--- src/rtl/colour_pkg.sv ---
// Shared widths, FSM encoding and constants for the colour lookup arbiter.
package colour_pkg;
  localparam int COLOUR_W = 3;
  localparam int RGB_W    = 24;
  localparam logic [RGB_W-1:0] RGB_BLACK = 24'h000000;

  typedef enum logic [1:0] {
    IDLE  = 2'd0,
    ISSUE = 2'd1,
    WAIT  = 2'd2,
    DONE  = 2'd3
  } state_t;
endpackage

--- src/rtl/colour_arbiter_rr_pick2.sv ---
// Two-way round-robin pick: ptr names the requester favoured when both ask.
module rr_pick2 (
  input  logic req0,
  input  logic req1,
  input  logic ptr,
  output logic grant,
  output logic valid
);
  assign valid = req0 | req1;
  assign grant = (req0 & req1) ? ptr : req1;
endmodule

--- src/rtl/colour_arbiter.sv ---
// Arbitrates two requesters onto one shared colour->RGB converter of fixed latency.
module colour_arbiter
  import colour_pkg::*;
#(
  parameter int CONV_LATENCY = 1
) (
  input  logic                clk,
  input  logic                rst,
  input  logic                req0,
  input  logic                req1,
  input  logic [COLOUR_W-1:0] colour0,
  input  logic [COLOUR_W-1:0] colour1,
  output logic                ack0,
  output logic                ack1,
  output logic [RGB_W-1:0]    rgb_out,
  output logic [COLOUR_W-1:0] conv_colour,
  output logic                conv_enable,
  input  logic [RGB_W-1:0]    conv_rgb,
  output logic                busy
);
  state_t     state, state_nxt;
  logic [2:0] wait_cnt;
  logic       wait_last;
  logic       gidx;
  logic       ptr;
  logic       pick_grant, pick_valid;

  rr_pick2 u_pick (
    .req0  (req0),
    .req1  (req1),
    .ptr   (ptr),
    .grant (pick_grant),
    .valid (pick_valid)
  );

  assign wait_last = (wait_cnt == 3'(CONV_LATENCY - 1));

  always_ff @(posedge clk or negedge rst) begin
    if (!rst) state <= IDLE;
    else      state <= state_nxt;
  end

  always_comb begin
    state_nxt = state;
    case (state)
      IDLE:    if (pick_valid) state_nxt = ISSUE;
      ISSUE:   state_nxt = WAIT;
      WAIT:    if (wait_last) state_nxt = DONE;
      DONE:    state_nxt = IDLE;
      default: state_nxt = IDLE;
    endcase
  end

  always_ff @(posedge clk or negedge rst) begin
    if (!rst)               wait_cnt <= 3'd0;
    else if (state == WAIT) wait_cnt <= wait_cnt + 3'd1;
    else                    wait_cnt <= 3'd0;
  end

  // Grant index and colour are frozen at arbitration, so later input churn is ignored.
  always_ff @(posedge clk or negedge rst) begin
    if (!rst) begin
      gidx        <= 1'b0;
      ptr         <= 1'b0;
      conv_colour <= '0;
      rgb_out     <= RGB_BLACK;
    end else begin
      if (state == IDLE && pick_valid) begin
        gidx        <= pick_grant;
        conv_colour <= pick_grant ? colour1 : colour0;
      end
      if (state == WAIT && wait_last) rgb_out <= conv_rgb;
      if (state == DONE) ptr <= ~gidx;
    end
  end

  assign conv_enable = (state == ISSUE);
  assign busy        = (state != IDLE);
  assign ack0        = (state == DONE) & ~gidx;
  assign ack1        = (state == DONE) & gidx;
endmodule

--- config.mk ---
export PLATFORM = sky130hd
export DESIGN_NAME = colour_arbiter
export DESIGN_NICKNAME = d
export VERILOG_FILES = /design/src/rtl/colour_pkg.sv /design/src/rtl/colour_arbiter_rr_pick2.sv /design/src/rtl/colour_arbiter.sv
export SDC_FILE = /design/constraint.sdc
export NUM_CORES = 1
export LEC_CHECK = 0
export ABC_AREA = 1
export CORE_UTILIZATION = 42
export DETAILED_ROUTE_END_ITERATION = 8
export HOLD_SLACK_MARGIN = 0.12
export PLACE_DENSITY = 0.79
export RECOVER_POWER = 100
export SLEW_MARGIN = 20
export SYNTH_ARGS = -nofsm -noshare
export SYNTH_HDL_FRONTEND = slang
export SYNTH_HIERARCHICAL = 1
export SYNTH_SLANG_ARGS = --single-unit
--- constraint.sdc ---
create_clock -name clk -period 1.89 [get_ports clk]
set_input_delay 0.2835 -clock clk [delete_from_list [all_inputs] [get_ports clk]]
set_output_delay 0.2835 -clock clk [all_outputs]
set_load 0.02 [all_outputs]
# Word level (Yosys, flattened, before mapping)
# Index checks and enable logic that the tools add are counted.
[op_classes]
addsub = 1
n_eq_ne = 5
n_mux = 6
bitwise = 5
n_reduce_logical = 6
[ops]
columns = ["operator", "count"]
rows = [
  ["2-bit one-hot mux with 4 select lines", 1],
  ["3-bit 2-to-1 mux", 2],
  ["2-bit equality test (second input constant)", 2],
  ["2-bit 2-to-1 mux", 2],
  ["2-bit inequality test (second input constant)", 2],
  ["3-bit by 1-bit adder with 3-bit output (second input constant)", 1],
  ["1-bit AND", 3],
  ["3-bit logical NOT", 1],
  ["2-bit by 1-bit equality test with 1-bit output (second input constant)", 1],
  ["1-bit logical AND", 2],
  ["2-bit logical NOT", 1],
  ["2-bit AND reduction", 1],
  ["2-bit nonzero test", 1],
  ["1-bit 2-to-1 mux", 1],
  ["1-bit NOT", 1],
  ["1-bit bitwise OR", 1],
]
[totals]
ff_bits = 34
inputBits = 34
out_inout_bits = 31
elab_cells = 29

# Longest topological paths before layout
[logic_depth]
word_depth = 3
ltp_mapped = 7
ltp_nobuf = 7

# Hierarchy
# Netlist, hierarchy kept.
[modules_own_cells]
columns = ["module", "instances", "cells_per_inst", "area_per_inst_um2", "seq_area_each_um2"]
rows = [
  ["colour_arbiter", 1, 170, 1519.0, 850.8],
  ["rr_pick2", 1, 5, 22.5, 0.0],
]

# Worst setup path before layout
# Ideal clock, no wire load.
[synth_path]
path_type = "reg2reg"
startpoint = "register state[0]"
endpoint = "register rgb_out[0]"
setup_ps = 121
t_arrival_ps = 1190
t_required_ps = 1769
path_slack_ps = 580
path_stages_with_launch = 8
n_path_buf = 2
synth_period_minus_slack_ps = 1310
path_cell_list = "dfrtp_1 inv_1 ha_1 nand3_2 buf_6 buf_6 nand2_1 o21ai_1"
[synth_between]
elab_chain_cells = 2
[synth_lines]
columns = ["item", "line_no", "rtl"]
rows = [
  ["start: declaration", "colour_arbiter.sv:21", "state_t state, state_nxt;"],
  ["start signal: assignment", "colour_arbiter.sv:40", "else state <= state_nxt;"],
  ["2-bit equality test", "colour_arbiter.sv:72", "if (state == WAIT && wait_last) rgb_out <= conv_rgb;"],
  ["1-bit logical AND", "colour_arbiter.sv:72", ""],
  ["end signal: assignment", "colour_arbiter.sv:72", ""],
  ["end: declaration", "colour_arbiter.sv:15", "output logic [RGB_W-1:0] rgb_out,"],
]
# Every way passes these cells.
# A chain may end at the register's enable or synchronous reset.

# Worst setup path after layout
[layout_path]
startpoint = "register state[0]"
endpoint = "output busy"
[layout_between]
elab_chain_cells = 1
[layout_lines]
columns = ["item", "line_no", "rtl"]
rows = [
  ["2-bit nonzero test", "colour_arbiter.sv:78", "assign busy = (state != IDLE);"],
  ["end: declaration", "colour_arbiter.sv:19", "output logic busy"],
]
# Every way passes these cells.

==> flow_summary.yaml <==
outcome:
  status: "completed"
pwr:
  p_comb_frac: 0.530
  ir_drop_uv: 740
  intPower_w: 0.00196
  p_sw_w: 0.00145
  power_w: 0.00341
  power_density_nw_per_um2: 1520
  p_leak_nw: 1.22
  netSwitchingFraction: 0.426
  pwr-share-clk: 0.106
  p_seq_frac: 0.365
synth:
  synth_area_um2: 1540
  synth_area_leaders: "dfrtp_1, nand2_1, inv_1"
  synth_commonest_cells: "nand2_1, inv_1, dfrtp_1, o21ai_1, ha_1"
  ys_seq_elements: 34
  synth_flop_cell: "dfrtp_1"
  yosys_warnings: 6
  synth_nets: 216
  synth_most_common_cell: "nand2_1"
  avgSynthCellArea_um2: 8.81
  async_reset_ff_frac: 1.00
  synth_cells: 175
  yosysUniqueCellTypes: 16
  yosys.area.top_type: "dfrtp_1"
  ys_seq_area_frac: 0.552
  synth_top_area_frac: 0.552
  synth_edf_count: 0
global_routing:
  grt_pass1_vias: 1237
  grt_pass1_wl_um: 5530
  globalRouteOverflowTotal: 0
  track_usage: 0.178
  antenna_found_initial: 0
  grt_max_degree: 35
floorplanning:
  io_pins: 65
  core_region_area_um2: 3420
  dieWidth_um: 62.6
  die_h_um: 62.6
  dieArea_um2: 3920
  rows: 21
  start_util: 0.451
routing:
  avgViaCountPerCell: 4.37
  wl_um: 3020
  first_pass_iters: 4
  drc: 0
  ant_nets: 0
  drt_iter0_drc: 64
  wl_per_cell_um: 10.4
  vias: 1272
timing:
  finalSetupViolCount: 0
  tns_ps: 0
  rsz0062_at_grt: "false"
  tightestPinTransition_ps: 802
  finalCriticalPeriod_ps: 1710
  drv_slew: 0
  relSlewSlack: 0.465
  hold_violations: 0
  fmax_mhz: 584
  fin_skew_ps: 11.2
  fin_crit_sh: 0.906
clocking:
  cts_made_buffers: 5
  tritoncts: "built"
  cts.path.max_buffers: 2
  postCtsHoldBufs: 0
  cts_root_buf: "clkbuf_4"
  cts_setup_buffers: 0
  clkLatencyLatePin_ps: 320
  path_clk_slew_ps: 110
  cts_sinks: 34
  ctsHtreeMaxLevel: 2
setup_path:
  end_kind: "output port"
  rr_worst_depth: 6
  cp.arrival_ps: 1430
  path_class: "reg -> out"
  reg2reg_from: "state[0]$_DFFE_PN0P_"
  timing.rr.end: "rgb_out[4]$_DFFE_PN0P_"
  crit_fanout: 4
  start_kind: "register"
  required_ps: 1610
  r2r_setup_slack_ps: 280
layout:
  final_area_um2: 2250
  syn_to_final_growth_pct: 45.7
  multiInputGateArea_um2: 478
  post-route-util: 0.658
  antenna_cells: 0
  seqCellArea_um2: 851
  fin_nets: 286
  n_fill_cell: 302
  drive_gt1_frac: 0.0531
worst_hold_path:
  worstHoldEndpoint: "wait_cnt[0]$_DFF_PN0_"
  min_path_cells: 1
  hp-class: "reg -> reg"
  min-delay-start: "wait_cnt[0]$_DFF_PN0_"
placed_design:
  place.gp.congestion: 0.714
  placed_area_um2: 2240
  numPortBuffers: 64
  place.detailed.hpwl_um: 2340
job:
  drv_cap: 0
cell families (layout without fill, tap and decap cells):
kind of cell	after synthesis	in the layout	share of synthesized area
and+or+nand+nor	57	57	0.149
buffers and inverters	47	117	0.131
DFF	34	34	0.552
AOI/OAI and AO/OA	30	30	0.112
adders and majority gates	7	7	0.0568
worst max-delay path: stages (launching register included):
cell,delay [ps]
dfrtp_1,410
inv_1,100
ha_1,230
inv_1,50
dlygate4sd2_1,320
per-layer routing:
layer	share of wire	GRT usage	vias to the layer above
met2	0.51	0.319	28
met4	0.0089	0.0436	0
li1	-	-	667
met1	0.44	0.217	575
met3	0.033	0.0365	2
met5	0	0	-
power groups by stage:
stage | clock, W | sequential [W] | combinational [W]
5_1_grt | 0.000403 | 0.00130 | 0.00202
2_1_floorplan | 0 | 0.00161 | 0.000850
3_3_place_gp | 0 | 0.00126 | 0.00204
3_5_place_dp | 0 | 0.00127 | 0.00208
6_report | 0.000361 | 0.00124 | 0.00181
4_1_cts | 0.000372 | 0.00126 | 0.00206
worst max-delay path by stage:
stage | start | to | slack [ps] | cells past startpoint
finish | state[0]$_DFFE_PN0P_ | busy | 180 | 4
detailed placement | state[0]$_DFFE_PN0P_ | busy | 260 | 4
floorplan | state[0]$_DFFE_PN0P_ | rgb_out[0]$_DFFE_PN0P_ | 580 | 7
global route | state[0]$_DFFE_PN0P_ | busy | 90 | 4
CTS | state[0]$_DFFE_PN0P_ | busy | 160 | 4
global placement | state[0]$_DFFE_PN0P_ | busy | 290 | 4
area by class of cell:
cell class | instances | share of cell area
well taps | 46 | 0.0256
flip-flops and latches | 34 | 0.379
clock inverters | 2 | 0.00446
multi-input cells | 94 | 0.213
clock buffers | 5 | 0.0167
inverters | 42 | 0.0702
repair buffers | 68 | 0.291
registers in the layout, indices dropped and copies added (netlist names):
signal and cells:
conv_colour 3, gidx 1, ptr 1, rgb_out 24
state 2, wait_cnt 3
cell usage in the layout (no fill, tap or decap), types with 4 or more instances in the layout:
cell and count:
nand2_1 48, inv_1 42, dfrtp_1 34, clkdlybuf4s50_1 32, dlygate4sd3_1 28, o21ai_0 22
ha_1 7, clkbuf_4 5, dlygate4sd2_1 4
metrics by stage:
| step | hold slack [ps] | setup WS (ps) | cells |
|---|---|---|---|
| 3_3_place_gp | 445 | 291 | 284 |
| 3_5_place_dp | 447 | 258 | 284 |
| 5_1_grt | 485 | 87.2 | 291 |
| 2_1_floorplan | -12.1 | 580 | 175 |
| 4_1_cts | 367 | 159 | 291 |
| 6_report | 457 | 178 | 291 |
what timing repair did:
action,in CTS,in global routing
hold endpoints to repair,0,0
gates resized for setup,4,0
setup endpoints to repair,4,0
No activity file was read; power rests on OpenSTA's default activity.
